$ cat src/rtl/seg7_capture.sv
// Recovers per-digit hex values from a multiplexed, active-low 7-segment bus.
// The bus is double-registered, qualified by a stability count, then decoded.
module seg7_capture #(
  parameter int DIGITS        = 4,
  parameter int STABLE_CYCLES = 4
) (
  input  logic                  clk,
  input  logic                  rst,
  input  logic [DIGITS-1:0]     an,
  input  logic [6:0]            seg,
  output logic [4*DIGITS-1:0]   value,
  output logic [DIGITS-1:0]     valid,
  output logic [DIGITS-1:0]     err,
  output logic                  upd,
  output logic [2:0]            upd_idx,
  output logic                  multi
);

  localparam int BW = DIGITS + 7;
  localparam int CW = (STABLE_CYCLES < 2) ? 1 : $clog2(STABLE_CYCLES + 1);

  logic [BW-1:0]         s1_q, s2_q;
  logic [CW-1:0]         cnt_q, cnt_d;
  logic [4*DIGITS-1:0]   value_q, value_d;
  logic [DIGITS-1:0]     valid_q, valid_d;
  logic [DIGITS-1:0]     err_q, err_d;
  logic                  upd_q, upd_d;
  logic [2:0]            upd_idx_q, upd_idx_d;
  logic                  multi_q, multi_d;

  logic [DIGITS-1:0]     an_s;
  logic [6:0]            seg_s;
  logic [3:0]            n_low;
  logic [2:0]            low_idx;
  logic                  stable_hit;
  logic                  capture;
  logic [3:0]            dec_val;
  logic                  dec_err;

  assign an_s  = s2_q[BW-1:7];
  assign seg_s = s2_q[6:0];

  // Segment order is {CA..CG}, active-low; unknown patterns read back as F with err.
  function automatic logic [4:0] decode7(input logic [6:0] p);
    logic [4:0] r;
    case (p)
      7'b0000001: r = {1'b0, 4'h0};
      7'b1001111: r = {1'b0, 4'h1};
      7'b0010010: r = {1'b0, 4'h2};
      7'b0000110: r = {1'b0, 4'h3};
      7'b1001100: r = {1'b0, 4'h4};
      7'b0100100: r = {1'b0, 4'h5};
      7'b0100000: r = {1'b0, 4'h6};
      7'b0001111: r = {1'b0, 4'h7};
      7'b0000000: r = {1'b0, 4'h8};
      7'b0001100: r = {1'b0, 4'h9};
      7'b0001000: r = {1'b0, 4'hA};
      7'b1100000: r = {1'b0, 4'hB};
      7'b0110001: r = {1'b0, 4'hC};
      7'b1000010: r = {1'b0, 4'hD};
      7'b0110000: r = {1'b0, 4'hE};
      7'b0111000: r = {1'b0, 4'hF};
      default:    r = {1'b1, 4'hF};
    endcase
    return r;
  endfunction

  always_comb begin
    n_low   = 4'd0;
    low_idx = 3'd0;
    for (int i = 0; i < DIGITS; i++) begin
      if (!an_s[i]) begin
        n_low   = n_low + 4'd1;
        low_idx = 3'(i);
      end
    end
  end

  assign {dec_err, dec_val} = decode7(seg_s);

  // cnt passes through STABLE_CYCLES-1 only once per interval, so at most one capture.
  assign stable_hit = (s1_q == s2_q) && (cnt_q == CW'(STABLE_CYCLES - 1));
  assign capture    = stable_hit && (n_low == 4'd1);

  always_comb begin
    cnt_d     = cnt_q;
    value_d   = value_q;
    valid_d   = valid_q;
    err_d     = err_q;
    upd_d     = 1'b0;
    upd_idx_d = 3'd0;
    multi_d   = multi_q;

    if (s1_q != s2_q)
      cnt_d = '0;
    else if (cnt_q < CW'(STABLE_CYCLES))
      cnt_d = cnt_q + CW'(1);

    if (capture) begin
      upd_d     = 1'b1;
      upd_idx_d = low_idx;
      for (int i = 0; i < DIGITS; i++) begin
        if (low_idx == 3'(i)) begin
          value_d[4*i +: 4] = dec_val;
          valid_d[i]        = 1'b1;
          err_d[i]          = dec_err;
        end
      end
    end

    if (stable_hit && (n_low > 4'd1))
      multi_d = 1'b1;
  end

  always_ff @(posedge clk) begin
    if (rst) begin
      s1_q      <= '1;
      s2_q      <= '1;
      cnt_q     <= '0;
      value_q   <= '0;
      valid_q   <= '0;
      err_q     <= '0;
      upd_q     <= 1'b0;
      upd_idx_q <= 3'd0;
      multi_q   <= 1'b0;
    end else begin
      s1_q      <= {an, seg};
      s2_q      <= s1_q;
      cnt_q     <= cnt_d;
      value_q   <= value_d;
      valid_q   <= valid_d;
      err_q     <= err_d;
      upd_q     <= upd_d;
      upd_idx_q <= upd_idx_d;
      multi_q   <= multi_d;
    end
  end

  assign value   = value_q;
  assign valid   = valid_q;
  assign err     = err_q;
  assign upd     = upd_q;
  assign upd_idx = upd_idx_q;
  assign multi   = multi_q;

endmodule
$ cat config.mk
export PLATFORM = sky130hd
export DESIGN_NAME = seg7_capture
export DESIGN_NICKNAME = d
export VERILOG_FILES = /design/src/rtl/seg7_capture.sv
export SDC_FILE = /design/constraint.sdc
export NUM_CORES = 1
export LEC_CHECK = 0
export CORE_ASPECT_RATIO = 1.4
export CORE_MARGIN = 2
export CORE_UTILIZATION = 50
export CTS_CLUSTER_DIAMETER = 80
export DETAILED_ROUTE_END_ITERATION = 12
export PLACE_DENSITY = 0.76
export SYNTH_ARGS = -nofsm -noshare
export SYNTH_HDL_FRONTEND = slang
export SYNTH_SLANG_ARGS = --single-unit
$ cat constraint.sdc
create_clock -name clk -period 2.76 [get_ports clk]
set_input_delay 0.69 -clock clk [delete_from_list [all_inputs] [get_ports clk]]
set_output_delay 0.69 -clock clk [all_outputs]
set_load 0.01 [all_outputs]
==> summary.md, run 1 <==
| Metric | Value |
|---|---|
| FF-to-FF Start | s2_q[8]$_SDFF_PP1_ |
| CTS Root Cell | clkbuf_8 |
| Initial antenna violation count | 0 |
| Status | completed |
| Final cell count without fillers | 356 |
| CTS tree | done |
| RSZ-0062 raised after global routing | no |
| Comb pwr share | under 10% |
| Worst-margin pin slew | 0.4918 ns |
| Critical path class | register to register |
| Reg-to-Reg End | upd_idx[1]$_SDFF_PP0_ |
| Clock-pin slew on the worst setup and hold paths | 0.09 ns |
| EDFF count, synth | 0 |
| Peak supply drop | 0.3658 mV |
| # H-tree levels | 2 |
| Crit. End Element | register |
| NetSw | 0.0003241 W |
| Worst hold margin | approximately 0.45 ns |
| Port bufs | 40 |
| Core area | 4842 sq um |
| Maximum number of pins on one net before global-route repair | 26 |
| Clock Latency Late Sink | 0.30 ns |
| Area Growth Syn to Fin | 21.39% |
| # setup viols final | 0 |
| Die H | 87.73 microns |
| Post-synthesis mux area share | 7.196% |
| Vias in the first global route | 1785 |
| Syn avg cell area | 9.818 sq um |
| Cell Area, Synth | roughly 2500 sq um |
| Data arrival, critical path | about 2.7 ns |
| Seq/Total Area, Yosys | ~42% |
| Setup Skew | 0.003281 ns |
| Initial DRC count | 109 |
| CP startpoint | s2_q[8]$_SDFF_PP1_ |
| Max Fclk | between 400 and 500 MHz |
| TritonCTS buffer count | 5 |
| Max_slew headroom | 66.94% |
| Row cnt | 30 |
| Post-DP HPWL | 3.562 mm |
| Crit-path cells | inv_1 > ha_1 > xnor2_2 > ha_1 > xor2_1 > nand2b_1 > or3_1 > a211o_1 > a21oi_1 |
| Minimum clock period | 2.484 ns |
| HP Start | multi$_SDFFE_PP0P_ |
| Main combinational cell family by area after synthesis | simple AND/OR/NAND/NOR gates |
| Hold depth | 2 |
| Yosys cell types | between 50 and 60 |
| Die Wd | 63.81 microns |
| Delay-heaviest family, CP | adder cells |
| DRC | 0 |
| Vias per inst | 5.298 |
| Ys async rst share | 0% |
| R2R setup slack | 0.28 ns |
| Critical Path RT | 3.00 ns |
| Max-slew violations | 0 |
| Most frequent CP cell | ha_1 |
| Total track usage | 18.78% |
| R2R depth | 9 |
| Final Hold Vio Count | 0 |
| Clock power frac | 34.0% |
| Setup crit end | upd_idx[1]$_SDFF_PP0_ |
| Post-synthesis register bit count | 53 |
| Syn_nets | 273 |
| Nets@finish | around 310 |
| First drt pass iteration count | 5 |
| Worst path depth | 9 |
| Simple-gate share of the synthesized area | a little over a quarter |
| Xor/xnor share of the synthesized area | 5.247% |
| Top FF cell, synth | dfxtp_1 |
| Final period util | 89.99% |
| Routed Antenna Nets | 0 |
| Register share of total power | approximately 58% |
| Critical Path Max Stage Delay | 0.39 ns |
| Proportion of layout cells with a drive suffix above 1 | 17.47% |
| CTS Sinks | 53 |
| Leak | 1.153 nW |
| Hold/Removal Path Class | register to register |
| Internal power | 0.001065 W |
| Pwr Density | approximately 460 nW/um^2 |
| Buf/Inv on CP | 1 |
| Synth Area in Compound Gates | roughly a tenth |
| CTS max path bufs | 2 |
| Gpl congestion | 0.8978 |
| Placed cells | ~350 |
| Ant diodes | 0 |
| Maxcap violations | 0 |
| Synthesized instance count | 255 |
| Drt total wl | roughly 4.9 mm |
| Setup TNS | 0 ns |
| Slowest CP cell | dfxtp_1 |
| # IOs | 42 |
| Die area | between 5000 and 6000 sq um |
| Grt ovf | 0 |
| Via count | approximately 1900 |
| Initial Utilization | 51.71% |
| Startpoint types | register |
| DR WL/cell | 13.82 microns |
| Switching portion of total power | 23.33% |
| Yosys warns | 0 |
| Synth Area in Adders | 2.499% |
| Total power | 0.001389 W |
| Largest fanout on the critical path | 4 |
| First-pass GRT wire length | about 8.3 mm |
[placed cells by master, fill, tap and decap left out, types with 7 or more instances in the layout]
master           instances
dfxtp_1                 53
clkdlybuf4s50_1         40
nor2_1                  28
or2_2                   22
mux2i_1                 18
inv_1                   10
xor2_1                   9
nand2b_1                 9
a21oi_1                  8
clkbuf_8                 7
[registers in the layout, indices dropped and copies added, names as in the netlist]
register  cells
s2_q         11
s1_q         11
upd           1
multi         1
upd_idx       2
err           4
cnt_q         3
valid         4
value        16
[metal layers]
metal	GRT usage (%)	wire (microns)	vias up
met1	22.84	2145	890
met3	4.370	200	8
met5	0	0	-
li1	-	-	950
met4	6.917	85	0
met2	32.29	2488	38
[repair_timing]
item | in CTS | in global routing
buffers inserted | 0 | 0
endpoints found under the setup margin | 0 | 3
hold buffers | 0 | 0
gates resized for setup | 0 | 1
[synthesized netlist by cell type, types with 4 or more instances]
| library cell | instances | share of area (%) |
|---|---|---|
| nor2_1 | 28 | 4.2 |
| ha_1 | 5 | 2.5 |
| xnor2_1 | 6 | 2.1 |
| buf_2 | 7 | 1.4 |
| clkbuf_1 | 6 | 0.90 |
| xor2_1 | 9 | 3.1 |
| nand2b_1 | 9 | 2.2 |
| dfxtp_1 | 53 | 42 |
| mux2i_1 | 18 | 7.2 |
| o21ai_0 | 4 | 0.80 |
| inv_1 | 10 | 1.5 |
| nand2_1 | 6 | 0.90 |
| a21oi_1 | 8 | 1.6 |
| or2_2 | 22 | 5.5 |
[power by group through the flow]
stage / registers (W) / logic, W / clock network, W
6_report: 0.000800 / 0.000118 / 0.000472
5_1_grt: 0.000803 / 0.000131 / 0.000514
4_1_cts: 0.000799 / 0.000117 / 0.000492
3_5_place_dp: 0.000817 / 0.000116 / 0
3_3_place_gp: 0.000817 / 0.000114 / 0
2_1_floorplan: 0.000805 / 0.0000944 / 0
[metrics by stage]
| step | util [%] | setup WS [ns] | instance area, sq um |
|---|---|---|---|
| after floorplan | - | 0.3525 | 2504 |
| after global placement | 60.52 | 0.2651 | 2930 |
| after detailed placement | 60.52 | 0.1677 | 2930 |
| after CTS | 62.61 | 0.1304 | 3032 |
| after global routing | 62.76 | 0.07855 | 3039 |
| final | 62.76 | 0.2764 | 3039 |
[worst register-to-register path: cells and delay by family, from the launching register on]
family,cells,cell delay (ns)
DFF,1,0.39
xor gates and xnor gates,2,0.47
adders and majority gates,2,0.55
AOI/OAI and AO/OA,2,0.47
and+or+nand+nor,2,0.47
buffers and inverters,1,0.07
[worst min-delay path by stage]
| stage | endpoint | slack, ns |
|---|---|---|
| finish | multi$_SDFFE_PP0P_ | 0.45 |
| global placement | multi$_SDFFE_PP0P_ | 0.44 |
| floorplan | s2_q[10]$_SDFF_PP1_ | 0.44 |
| detailed placement | multi$_SDFFE_PP0P_ | 0.44 |
| CTS | multi$_SDFFE_PP0P_ | 0.45 |
| global route | multi$_SDFFE_PP0P_ | 0.47 |
[cell type report]
| cell class | count | area (sq um) |
|---|---|---|
| Multi-Input combinational cell | 175 | 1314 |
| Tap cell | 64 | 80.08 |
| Fill cell | 402 | 1803 |
| Timing Repair Buffer | 46 | 445.4 |
| Sequential cell | 53 | 1061 |
| Clock inverter | 1 | 5.005 |
| Inverter | 10 | 37.54 |
| Clock buffer | 7 | 96.34 |
[cells by family (layout without fill, tap and decap cells)]
kind of cell             after synthesis  after routing
other                                  1              1
XOR/XNOR                              15             15
buffers and inverters                 27             64
AND/OR/NAND/NOR                      103            103
flip-flops                            53             53
AO/OA/AOI/OAI                         33             33
adder cells (fa/ha/maj)                5              5
multiplexers                          18             18
Power figures use the tool's default switching activity.
==> run 2: changes to the inputs <==
==> config.mk (replaced) <==
export PLATFORM = sky130hd
export DESIGN_NAME = seg7_capture
export DESIGN_NICKNAME = d
export VERILOG_FILES = /design/src/rtl/seg7_capture.sv
export SDC_FILE = /design/constraint.sdc
export NUM_CORES = 1
export LEC_CHECK = 0
export CORE_ASPECT_RATIO = 0.9
export CORE_MARGIN = 2
export CORE_UTILIZATION = 53
export CTS_CLUSTER_DIAMETER = 80
export DETAILED_ROUTE_END_ITERATION = 12
export PLACE_DENSITY = 0.85
export SYNTH_ARGS = -nofsm -noshare
export SYNTH_HDL_FRONTEND = slang
export SYNTH_SLANG_ARGS = --single-unit
==> run 2 against run 1 <==
Net effect: register-to-register slack worse by 0.02 ns; combinational power up 5%; largest cell class unchanged; maximum frequency decreased by 0.83%; global-route usage rose by 1.1 points; total power fell by 5.3%; clock skew rose by 0.0087 ns; clock power down 16%; cell count shrank 0.56%; critical path depth unchanged.
==> summary.md, run 2 (synthesized netlist as in run 1, its figures left out) <==
| Metric | Value |
|---|---|
| Maxcap violations | 0 (unchanged) |
| # H-tree levels | 2 (unchanged) |
| CTS max path bufs | 2 (unchanged) |
| Vias in the first global route | 1822 (+2.1%) |
| Setup TNS | 0 ns (unchanged) |
| Ant diodes | 0 (unchanged) |
| Final Hold Vio Count | 0 (unchanged) |
| CP startpoint | s2_q[8]$_SDFF_PP1_ |
| Routed Antenna Nets | 0 (unchanged) |
| Area of the multi-input gates | 1314 sq um (unchanged) |
| Worst hold margin | 0.4664 ns (+0.01335 ns) |
| Setup Buffers After CTS | 0 (unchanged) |
| Place WS | 0.1263 ns (-0.04141 ns) |
| Status | completed |
| Data arrival, critical path | 2.72 ns (about the same) |
| Drt total wl | 4.821 mm (-2.0%) |
| R2R depth | 9 (unchanged) |
| Final core occ | 67.64% (+4.9 points) |
| CTS Root Cell | clkbuf_8 |
| Area Growth Syn to Fin | 21.29% (about the same) |
| Peak supply drop | 0.3920 mV (+7.2%) |
| Final worst setup slack | 0.2557 ns (-0.02066 ns) |
| Final period util | 90.73% (+0.75 points) |
| Setup Skew | 0.01196 ns (+0.008677 ns) |
| Max_slew headroom | 63.40% (-3.5 points) |
| Initial Utilization | 55.77% (+4.1 points) |
| Clock Latency Late Sink | 0.30 ns (about the same) |
| Reg-to-Reg End | upd_idx[0]$_SDFF_PP0_ |
| Worst-margin pin slew | 0.5482 ns (+0.05640 ns) |
| Critical path class | register to register |
| Leak | 1.151 nW (-0.17%) |
| DR WL/cell | 13.62 microns (-1.4%) |
| Commonest non-fill, non-tap cells in the layout | 53 x dfxtp_1, 40 x clkdlybuf4s50_1, 28 x nor2_1, 22 x or2_2, 18 x mux2i_1 |
| Setup crit end | upd_idx[0]$_SDFF_PP0_ |
| Critical Path RT | 2.98 ns (-0.02 ns) |
| Proportion of layout cells with a drive suffix above 1 | 17.47% (unchanged) |
| Maximum number of pins on one net before global-route repair | 27 (+3.8%) |
| Grt ovf | 0 (unchanged) |
| Row cnt | 23 (-23%) |
| Max Fclk | 399.3 MHz (-0.83%) |
| Sequential cell area | 1061 sq um (unchanged) |
| DRC | 0 (unchanged) |
| Largest fanout on the critical path | 4 (unchanged) |
| Die H | 69.21 microns (-21%) |
| Clock-pin slew on the worst setup and hold paths | 0.08 ns (about the same) |
| First-pass GRT wire length | 8.487 mm (+2.5%) |
| Port bufs | 40 (unchanged) |
| Core area | 4489 sq um (-7.3%) |
| Post-DP HPWL | 3.641 mm (+2.2%) |
| Pwr Density | 433.4 nW/um^2 (-5.2%) |
| Vias per inst | 5.319 (+0.41%) |
| Hold/Removal Path Class | register to register |
| Nets@finish | 311 (+0.65%) |
| Die area | 5291 sq um (-5.5%) |
| FF-to-FF Start | s2_q[8]$_SDFF_PP1_ |
| R2R setup slack | 0.26 ns (-0.02 ns) |
| Via count | 1883 (-0.16%) |
| Crit. End Element | register |
| First drt pass iteration count | 4 (-1) |
| Total track usage | 19.89% (+1.1 points) |
| Max reg flops | 16 (unchanged) |
| RSZ-0062 raised after global routing | no |
| Post-CTS Hold Buffers | 0 (unchanged) |
| CTS tree | done |
| # setup viols final | 0 (unchanged) |
| Minimum clock period | 2.504 ns (+0.02066 ns) |
| Die Wd | 76.45 microns (+20%) |
| CTS Sinks | 53 (unchanged) |
| Startpoint types | register |
| Fillers | 353 (-12%) |
| Max-slew violations | 0 (unchanged) |
| Most common cell after layout, fill and taps aside | dfxtp_1 |
| Gpl congestion | 0.8179 (-8.9%) |
| TritonCTS buffer count | 5 (unchanged) |
| Initial antenna violation count | 0 (unchanged) |
| # IOs | 42 (unchanged) |
| Initial DRC count | 186 (+71%) |
run 2: cell types whose count changed in the layout (fill, tap and decap cells not counted):
cell / previous run / this run
buf_12: 0 / 1
buf_4: 6 / 7
clkbuf_8: 7 / 5
run 2: stage by stage:
step                      std cells   power, W  cell area [sq um]
after floorplan                 255  0.0008999               2504
after global placement          348  0.0009334               2955
after detailed placement        348  0.0009375               2955
after CTS                       354   0.001327               3029
after global routing            354   0.001376               3037
final                           354   0.001316               3037
run 2: worst min path at each step:
stage                           from                     to  slack (ns)  cells past startpoint
2_1_floorplan    s1_q[10]$_SDFF_PP1_    s2_q[10]$_SDFF_PP1_        0.44                      1
3_3_place_gp      multi$_SDFFE_PP0P_     multi$_SDFFE_PP0P_        0.43                      2
3_5_place_dp      s1_q[6]$_SDFF_PP1_     s2_q[6]$_SDFF_PP1_        0.45                      1
4_1_cts           s1_q[6]$_SDFF_PP1_     s2_q[6]$_SDFF_PP1_        0.47                      1
5_1_grt        valid[3]$_SDFFE_PP0P_  valid[3]$_SDFFE_PP0P_        0.48                      2
6_report          s1_q[6]$_SDFF_PP1_     s2_q[6]$_SDFF_PP1_        0.47                      1
run 2: final cells by class:
cell class / count / share of cell area [%]
Clock inverter: 1 / 0.1648
Sequential cell: 53 / 34.94
Multi-Input combinational cell: 175 / 43.26
Clock buffer: 5 / 2.266
Tap cell: 62 / 2.555
Timing Repair Buffer: 48 / 15.57
Inverter: 10 / 1.236
run 2: where the power goes:
group	switching, W	leakage [nW]	internal, W
Combinational	0.0000617	0.679	0.0000620
Sequential	0.0000181	0.432	0.000779
Clock	0.000228	0.0399	0.000167
Total	0.000307	1.15	0.00101
run 2: worst max-delay path, stage by stage, from the launching register on:
cell and delay (ns):
dfxtp_1 0.40, inv_1 0.09, ha_1 0.33, xnor2_2 0.28
ha_1 0.22, xor2_1 0.14, nand2b_1 0.13, or3_1 0.36
a211o_1 0.33, a21oi_1 0.15
run 2: per-layer routing:
metal,global-route usage [%],up-vias,share of wire (%)
li1,-,955,-
met1,24.00,885,45
met2,34.51,34,49
met3,5.078,9,4.0
met4,6.869,0,1.5
met5,0,-,0
run 2: repair_timing:
item                       in CTS  in global routing
gates resized for setup         0                  1
setup endpoints to repair       0                  4
hold endpoints to repair        0                  0
